### src/rtl/posit_pkg.sv
`default_nettype none
// +----------------------------------------------------------------------+
// | Package : posit_pkg                                                  |
// | Brief   : Shared widths, FSM state encoding and posit limit values   |
// |           for the quire-to-posit conversion stage.                   |
// | Rev     : 1.0  initial release                                       |
// +----------------------------------------------------------------------+
package posit_pkg;

  // Value bits carried by one body segment of the accumulator.
  function automatic int acc_w(input int width, input int exp);
    return (2 ** exp) * (width - 2);
  endfunction

  // Head segment width: room for K products plus sign.
  function automatic int head_w(input int k);
    return $clog2(k) + 2;
  endfunction

  // Largest positive posit magnitude for a given width (0x7F.. pattern).
  function automatic logic [63:0] maxpos_f(input int width);
    return (64'd1 << (width - 1)) - 64'd1;
  endfunction

  // Default derived widths (WIDTH=8, K=9, EXP=2).
  localparam int ACC      = acc_w(8, 2);
  localparam int ACC_HEAD = head_w(9);
  localparam int QW       = ACC_HEAD + 4 * ACC;
  localparam int FRAC     = 2 * ACC;

  // Default posit limits for WIDTH=8.
  localparam logic [7:0] MAXPOS = 8'h7F;
  localparam logic [7:0] MINPOS = 8'h01;

  typedef enum logic [2:0] {
    IDLE    = 3'd0,
    RESOLVE = 3'd1,
    ABS     = 3'd2,
    NORM    = 3'd3,
    ROUND   = 3'd4,
    OUT     = 3'd5
  } state_e;

endpackage
`default_nettype wire

### src/rtl/quire_to_posit_if.sv
`default_nettype none
// +----------------------------------------------------------------------+
// | Interface : quire_to_posit_if                                        |
// | Brief     : Accumulator segment capture and posit result handshake.  |
// |             Optional clamp_o wire when QUIRE_CLAMP_FLAG_EN is set.    |
// | Rev       : 1.0  initial release                                     |
// +----------------------------------------------------------------------+
interface quire_to_posit_if
  import posit_pkg::*;
#(
  parameter int WIDTH = 8,
  parameter int K     = 9,
  parameter int EXP   = 2
);
  localparam int SEG_W  = acc_w(WIDTH, EXP);
  localparam int HEAD_W = head_w(K);

  logic                acc_rdy;
  logic [HEAD_W-1:0]   acc_100_c;
  logic [SEG_W+1:0]    acc_000_c;
  logic [SEG_W+1:0]    acc_001_c;
  logic [SEG_W+1:0]    acc_010_c;
  logic [SEG_W+1:0]    acc_011_c;
  logic                out_valid;
  logic                out_ready;
  logic [WIDTH-1:0]    posit_o;
  logic                busy_o;
  logic                ovr_o;
`ifdef QUIRE_CLAMP_FLAG_EN
  logic                clamp_o;

  modport slave (
    input  acc_rdy, acc_100_c, acc_000_c, acc_001_c, acc_010_c, acc_011_c, out_ready,
    output out_valid, posit_o, busy_o, ovr_o, clamp_o
  );
  modport master (
    output acc_rdy, acc_100_c, acc_000_c, acc_001_c, acc_010_c, acc_011_c, out_ready,
    input  out_valid, posit_o, busy_o, ovr_o, clamp_o
  );
`else
  modport slave (
    input  acc_rdy, acc_100_c, acc_000_c, acc_001_c, acc_010_c, acc_011_c, out_ready,
    output out_valid, posit_o, busy_o, ovr_o
  );
  modport master (
    output acc_rdy, acc_100_c, acc_000_c, acc_001_c, acc_010_c, acc_011_c, out_ready,
    input  out_valid, posit_o, busy_o, ovr_o
  );
`endif
endinterface
`default_nettype wire

### src/rtl/quire_lzd.sv
`default_nettype none
// +----------------------------------------------------------------------+
// | Module : quire_lzd                                                   |
// | Brief  : Leading-one detector; returns the index of the highest set  |
// |          bit and whether any bit is set.                             |
// | Rev    : 1.0  initial release                                        |
// +----------------------------------------------------------------------+
module quire_lzd #(
  parameter int W  = 102,
  parameter int PW = $clog2(W)
) (
  input  logic [W-1:0]  din,
  output logic [PW-1:0] pos,
  output logic          found
);

  // Ascending scan: the last set bit seen is the most significant one.
  always_comb begin
    pos   = '0;
    found = 1'b0;
    for (int i = 0; i < W; i++) begin
      if (din[i]) begin
        pos   = PW'(i);
        found = 1'b1;
      end
    end
  end

endmodule
`default_nettype wire

### src/rtl/quire_to_posit.sv
`default_nettype none
// +----------------------------------------------------------------------+
// | Module : quire_to_posit                                              |
// | Brief  : Resolves the carry-pending quire segments, then normalises  |
// |          and rounds (nearest, ties to even) to a WIDTH-bit posit.    |
// |          Define QUIRE_CLAMP_FLAG_EN to add the clamp_o flag.         |
// | Rev    : 1.0  initial release                                        |
// +----------------------------------------------------------------------+
module quire_to_posit
  import posit_pkg::*;
#(
  parameter int WIDTH = 8,
  parameter int K     = 9,
  parameter int EXP   = 2
) (
  input  logic              clk_i,
  input  logic              rst,
  quire_to_posit_if.slave   bus
);
  localparam int ACC      = acc_w(WIDTH, EXP);
  localparam int ACC_HEAD = head_w(K);
  localparam int QW       = ACC_HEAD + 4 * ACC;
  localparam int FRAC     = 2 * ACC;
  localparam int PW       = $clog2(QW);
  localparam int SW       = PW + 2;
  // regime(2) + e + fraction + guard + padding wide enough for the longest unclamped regime
  localparam int T        = 2 * WIDTH + EXP + 3;

  localparam logic [WIDTH-1:0] MAXPOS_W = WIDTH'(maxpos_f(WIDTH));
  localparam logic [WIDTH-1:0] MINPOS_W = {{(WIDTH-1){1'b0}}, 1'b1};

  localparam logic [2:0] S_IDLE    = 3'(IDLE);
  localparam logic [2:0] S_RESOLVE = 3'(RESOLVE);
  localparam logic [2:0] S_ABS     = 3'(ABS);
  localparam logic [2:0] S_NORM    = 3'(NORM);
  localparam logic [2:0] S_ROUND   = 3'(ROUND);
  localparam logic [2:0] S_OUT     = 3'(OUT);

  logic [2:0]            state;
  logic                  rdy_q;
  logic                  cap_edge;
  logic [ACC_HEAD-1:0]   seg_100;
  logic [ACC+1:0]        seg_000, seg_001, seg_010, seg_011;
  logic [QW-1:0]         q, q_sum, mag, shifted;
  logic                  sign, zero, guard, sticky;
  logic [WIDTH-1:0]      frac;
  logic signed [SW-1:0]  scale;
  logic [PW-1:0]         lead_pos;
  logic                  lead_found;
  logic                  out_valid_r, ovr_r;
  logic [WIDTH-1:0]      posit_r;

  // rounding datapath
  int                    k_i;
  logic [EXP-1:0]        e_w;
  logic [T-1:0]          v0, v;
  logic [WIDTH-2:0]      body, body_r;
  logic                  rb, st, sat_hi, sat_lo, clamp_w;
  logic [WIDTH-1:0]      mag_p, res;

  assign cap_edge = bus.acc_rdy & ~rdy_q;

  assign bus.out_valid = out_valid_r;
  assign bus.posit_o   = posit_r;
  assign bus.busy_o    = (state != S_IDLE);
  assign bus.ovr_o     = ovr_r;

  // Every segment is unsigned; pending carries add in naturally, wrap mod 2^QW.
  assign q_sum = (QW'(seg_100) << (4 * ACC)) + (QW'(seg_000) << (3 * ACC))
               + (QW'(seg_001) << (2 * ACC)) + (QW'(seg_010) << ACC)
               + QW'(seg_011);

  quire_lzd #(.W(QW), .PW(PW)) u_lzd (
    .din   (mag),
    .pos   (lead_pos),
    .found (lead_found)
  );

  // Leading one moved to the MSB; bits below it are fraction, guard, sticky.
  assign shifted = mag << (PW'(QW - 1) - lead_pos);

  // Posit encoding: regime built by shifting a 10/01 seed so the run length follows k.
  always_comb begin
    k_i    = int'(scale) >>> EXP;
    e_w    = scale[EXP-1:0];
    sat_hi = (k_i >= WIDTH - 2);
    sat_lo = (k_i <= -(WIDTH - 1));
    if (k_i >= 0) begin
      v0 = {2'b10, e_w, frac, guard, {WIDTH{1'b0}}};
      v  = $signed(v0) >>> k_i;
    end else begin
      v0 = {2'b01, e_w, frac, guard, {WIDTH{1'b0}}};
      v  = v0 >> (-k_i - 1);
    end
    body    = v[T-1 -: WIDTH-1];
    rb      = v[T-WIDTH];
    st      = (|v[T-WIDTH-1:0]) | sticky;
    body_r  = body + (WIDTH-1)'(rb & (body[0] | st));
    clamp_w = (k_i > WIDTH - 2) || sat_lo ||
              ((k_i == WIDTH - 2) && ((|e_w) || (|frac) || guard || sticky));
    if (sat_hi)      mag_p = MAXPOS_W;
    else if (sat_lo) mag_p = MINPOS_W;
    else             mag_p = {1'b0, body_r};
    if (zero) begin
      res     = '0;
      clamp_w = 1'b0;
    end else begin
      res     = sign ? -mag_p : mag_p;
    end
  end

  // acc_rdy edge history and sticky overrun flag.
  always_ff @(posedge clk_i or posedge rst) begin
    if (rst) begin
      rdy_q <= 1'b0;
      ovr_r <= 1'b0;
    end else begin
      rdy_q <= bus.acc_rdy;
      if (cap_edge && state != S_IDLE) ovr_r <= 1'b1;
    end
  end

  // Control sequence and output handshake.
  always_ff @(posedge clk_i or posedge rst) begin
    if (rst) begin
      state       <= S_IDLE;
      out_valid_r <= 1'b0;
      posit_r     <= '0;
    end else begin
      case (state)
        S_IDLE:    if (cap_edge) state <= S_RESOLVE;
        S_RESOLVE: state <= S_ABS;
        S_ABS:     state <= S_NORM;
        S_NORM:    state <= S_ROUND;
        S_ROUND: begin
          state       <= S_OUT;
          out_valid_r <= 1'b1;
          posit_r     <= res;
        end
        S_OUT: begin
          if (bus.out_ready) begin
            out_valid_r <= 1'b0;
            state       <= S_IDLE;
          end
        end
        default:   state <= S_IDLE;
      endcase
    end
  end

  // Datapath pipeline registers, each loaded in its own state.
  always_ff @(posedge clk_i or posedge rst) begin
    if (rst) begin
      seg_100 <= '0;
      seg_000 <= '0;
      seg_001 <= '0;
      seg_010 <= '0;
      seg_011 <= '0;
      q       <= '0;
      mag     <= '0;
      sign    <= 1'b0;
      zero    <= 1'b0;
      frac    <= '0;
      guard   <= 1'b0;
      sticky  <= 1'b0;
      scale   <= '0;
    end else begin
      if (state == S_IDLE && cap_edge) begin
        seg_100 <= bus.acc_100_c;
        seg_000 <= bus.acc_000_c;
        seg_001 <= bus.acc_001_c;
        seg_010 <= bus.acc_010_c;
        seg_011 <= bus.acc_011_c;
      end
      if (state == S_RESOLVE) q <= q_sum;
      if (state == S_ABS) begin
        // The most negative quire negates to itself; its magnitude saturates later.
        sign <= q[QW-1];
        mag  <= q[QW-1] ? -q : q;
      end
      if (state == S_NORM) begin
        zero   <= ~lead_found;
        frac   <= shifted[QW-2 -: WIDTH];
        guard  <= shifted[QW-2-WIDTH];
        sticky <= |shifted[QW-3-WIDTH:0];
        scale  <= $signed({2'b00, lead_pos}) - $signed(SW'(FRAC));
      end
    end
  end

`ifdef QUIRE_CLAMP_FLAG_EN
  logic clamp_r;
  assign bus.clamp_o = clamp_r;

  // Clamp indication travels with the result it describes.
  always_ff @(posedge clk_i or posedge rst) begin
    if (rst)                  clamp_r <= 1'b0;
    else if (state == S_ROUND) clamp_r <= clamp_w;
  end
`endif

endmodule
`default_nettype wire

### src/flat_wrapper.sv
// flat-port wrapper written by rule: the top's interface ports become plain ports
module quire_to_posit_flat import posit_pkg::*;
#(
  parameter int WIDTH = 8,
  parameter int K     = 9,
  parameter int EXP   = 2
)
  (clk_i, rst, bus_acc_rdy, bus_acc_100_c, bus_acc_000_c, bus_acc_001_c, bus_acc_010_c, bus_acc_011_c, bus_out_ready, bus_out_valid, bus_posit_o, bus_busy_o, bus_ovr_o);
  quire_to_posit_if #(.WIDTH(WIDTH), .K(K), .EXP(EXP)) bus_i ();
  input  logic clk_i;
  input  logic rst;
  input wire logic [$bits(bus_i.acc_rdy)-1:0] bus_acc_rdy;
  input wire logic [$bits(bus_i.acc_100_c)-1:0] bus_acc_100_c;
  input wire logic [$bits(bus_i.acc_000_c)-1:0] bus_acc_000_c;
  input wire logic [$bits(bus_i.acc_001_c)-1:0] bus_acc_001_c;
  input wire logic [$bits(bus_i.acc_010_c)-1:0] bus_acc_010_c;
  input wire logic [$bits(bus_i.acc_011_c)-1:0] bus_acc_011_c;
  input wire logic [$bits(bus_i.out_ready)-1:0] bus_out_ready;
  output wire logic [$bits(bus_i.out_valid)-1:0] bus_out_valid;
  output wire logic [$bits(bus_i.posit_o)-1:0] bus_posit_o;
  output wire logic [$bits(bus_i.busy_o)-1:0] bus_busy_o;
  output wire logic [$bits(bus_i.ovr_o)-1:0] bus_ovr_o;
  assign bus_i.acc_rdy = bus_acc_rdy;
  assign bus_i.acc_100_c = bus_acc_100_c;
  assign bus_i.acc_000_c = bus_acc_000_c;
  assign bus_i.acc_001_c = bus_acc_001_c;
  assign bus_i.acc_010_c = bus_acc_010_c;
  assign bus_i.acc_011_c = bus_acc_011_c;
  assign bus_i.out_ready = bus_out_ready;
  assign bus_out_valid = bus_i.out_valid;
  assign bus_posit_o = bus_i.posit_o;
  assign bus_busy_o = bus_i.busy_o;
  assign bus_ovr_o = bus_i.ovr_o;
  quire_to_posit #(.WIDTH(WIDTH), .K(K), .EXP(EXP)) u_core (.clk_i(clk_i), .rst(rst), .bus(bus_i));
endmodule
### config.mk
export PLATFORM = sky130hd
export DESIGN_NAME = quire_to_posit_flat
export DESIGN_NICKNAME = d
export VERILOG_FILES = /design/src/rtl/posit_pkg.sv /design/src/rtl/quire_to_posit_if.sv /design/src/rtl/quire_lzd.sv /design/src/rtl/quire_to_posit.sv /design/src/flat_wrapper.sv
export SDC_FILE = /design/constraint.sdc
export NUM_CORES = 1
export LEC_CHECK = 0
export BUFFER_PORTS_ARGS = -buffer_cell sky130_fd_sc_hd__buf_2
export CAP_MARGIN = 10
export CORE_MARGIN = 2
export CORE_UTILIZATION = 50
export DETAILED_ROUTE_END_ITERATION = 10
export PLACE_DENSITY = 0.67
export SLEW_MARGIN = 10
export SYNTH_ARGS = -nofsm -noshare
export SYNTH_HDL_FRONTEND = slang
export SYNTH_SLANG_ARGS = --single-unit
export TNS_END_PERCENT = 10
### constraint.sdc
create_clock -name clk_i -period 24.3 [get_ports clk_i]
set_clock_uncertainty 0.1 [all_clocks]
set_input_delay 2.43 -clock clk_i [delete_from_list [all_inputs] [get_ports clk_i]]
set_output_delay 2.43 -clock clk_i [all_outputs]
set_load 0.1 [all_outputs]
==> impl_metrics.toml <==
[outcome]
status = "complete, no violations"

[worst_setup_path]
critical_path_class = "reg2reg"
critical_path_required_ps = 24660
cp_max_fo = 59
endpoint_kind = "register"
cp-start-kind = "register"
cp.arrival_ps = 7530

[yosys]
synth-seq-cells = 348
async_reset_ff_share_pct = 100
yosysTopAreaCell = "dfrtp_1"
synth_fp_nets = 3477
synth_top_cell_area_share_pct = 31.9
synthCells = 3348
ys.flop_type = "dfrtp_1"
yosys_warnings = 0
synth_top_cells_by_area = "dfrtp_1 32%, nand2_1 5.6%, mux2_2 5.6%, xor2_1 5.0%, a21oi_1 4.9%"
synth_area_um2 = 27300
avgSynthCellArea_um2 = 8.16
synth_edf_count = 0
ys_seq_area_share_pct = 31.9
synth.distinct_cells = 93

[grt]
grt_max_degree = 137
grt_usage_pct = 31.4
grt_pass1_wl_um = 142000
grt_pass1_vias = 24700
grt_antenna_before_repair = 0
overflow = 0

[layout]
final_nets = 3388
drive_gt1_share_pct = 14.5
area_growth_pct = 8.16
fin_util_pct = 54.8
layout_commonest_cell = "nand2_1"
layout_common_cells = "407 x nand2_1, 347 x dfrtp_1, 270 x a21oi_1, 254 x nor2_1, 197 x o21ai_0"
diodes = 0

[routing]
viasPerCell = 6.64
wire_per_inst_um = 22.7
routed_wl_um = 90600
drt_iter0_drc = 3614
vias = 26400
antenna_left = 0
drcViolationCount = 0
detail_route.first_pass.iterations = 9

[sta]
holdWs_ps = 366
worst_pin_slew_ps = 1190
setup_tns_ps = 0
min_period_ps = 7170
slew_violations = 0
hold_viol_final = 0
grt_setup_unrepaired = "no"
setup-violations-final = 0
fin_crit_sh_pct = 29.5
max-slew-margin-rel_pct = 18.9
fmax_mhz = 140
setup_ws_ps = 17130

[cts]
clk_latency_ps = 580
cts_root_buffer = "clkbuf_16"
clkSinkCount = 348
post_cts_resize_count = 0
clk_pin_slew_ps = 80
h-tree-depth = 2
clockBufferDepth = 3
cts_tree = "yes"
numCtsBuffers = 40
ctsHoldBuffers = 0
cts_setup_buffers = 0

[floorplan]
row_count = 85
core-area_um2 = 53900
initial_utilization_pct = 50.6
io_pins = 125
dieArea_um2 = 56500
die_h_um = 238
die_w_um = 238

[place]
place_congestion = 0.994
dp_hpwl_um = 64900
pre_cts_ws_ps = 17320
io_buffers = 124

[run]
drv_cap = 0

[min_path]
holdCritPathClass = "reg2reg"
[synth_stat cells (all sizes together), types with 23 or more instances]
cell type  number
a211oi         42
o22ai          23
nand3         177
a31oi          29
clkbuf        245
a21oi         270
buf            59
o211ai         30
dfrtp         348
nor2          255
nor4           36
nor3          162
nand2         409
xnor2          36
mux2i         101
or3            38
or4            37
xor2          157
mux2          135
o2bb2ai        43
o31ai          50
inv            50
and3           39
mux4           45
o21ai         198
[layout make-up]
cell class | instances | area [um^2]
flip-flops and latches | 348 | 8710
well taps | 696 | 871
fillers | 4891 | 24400
multi-input cells | 2646 | 17300
clock buffers | 57 | 1180
repair buffers | 173 | 988
clock inverters | 13 | 235
inverters | 50 | 195
[routing by layer]
metal  part of all wire [%]  global-route usage, %
met4                    3.2                   9.87
met1                     44                   46.6
met3                    9.7                   6.19
met2                     43                   45.7
met5                      0                      0
[through the flow]
stage	cell area [um^2]	cells
6_report	29500	3983
2_1_floorplan	27300	3348
3_5_place_dp	28100	3913
4_1_cts	29500	3983
5_1_grt	29500	3983
3_3_place_gp	28100	3913
[final timing paths]
path                       slack, ps  cells after the start                 to              start
min                              370                      2        u_core.q[7]  u_core.seg_011[7]
max in group asynchronous      20500                      3      u_core.q[101]                rst
min reg2reg                      370                      2        u_core.q[7]  u_core.seg_011[7]
max reg2reg                    17130                     21      u_core.sticky     u_core.mag[75]
max                            17130                     21      u_core.sticky     u_core.mag[75]
min in group asynchronous       1950                      2  u_core.seg_011[2]                rst
[critical path, stage by stage (launching register included)]
cell and delay [ps]:
dfrtp_1 510, nor4_1 560, a2111oi_0 300, o211ai_1 150
buf_4 600, o21ai_0 190, buf_4 230, nand2_2 180
inv_1 120, ha_4 660, inv_2 270, a2111oi_1 430
buf_4 240, a22oi_1 100, nand3_1 170, nor4bb_1 430
nor3_1 120, a2111oi_1 650, nand2_1 100, a2111o_1 430
nor4b_1 330, o31ai_1 100
[state kept, by name (all words and copies together) (netlist names), 3 cells and up]
register,count
u_core.frac,8
u_core.seg_000,26
u_core.mag,102
u_core.bus.posit_o,8
u_core.state,3
u_core.seg_010,26
u_core.seg_001,26
u_core.scale,8
u_core.seg_100,6
u_core.seg_011,26
u_core.q,102
[kinds of logic (layout without fill, tap and decap cells)]
| family | Yosys count | count (layout) | share of synthesized area [%] |
|---|---|---|---|
| adder cells (fa/ha/maj) | 15 | 15 | 0.715 |
| flip-flops | 348 | 348 | 31.9 |
| AO/OA/AOI/OAI | 877 | 877 | 20.8 |
| multiplexers | 281 | 281 | 13.0 |
| XOR/XNOR | 193 | 193 | 6.19 |
| buffers and inverters | 354 | 293 | 5.00 |
| AND/OR/NAND/NOR | 1280 | 1280 | 22.4 |
Power is left out: the tool's default activity adds up to more than one toggle a clock period on the data nets, which glitch-free logic cannot reach.
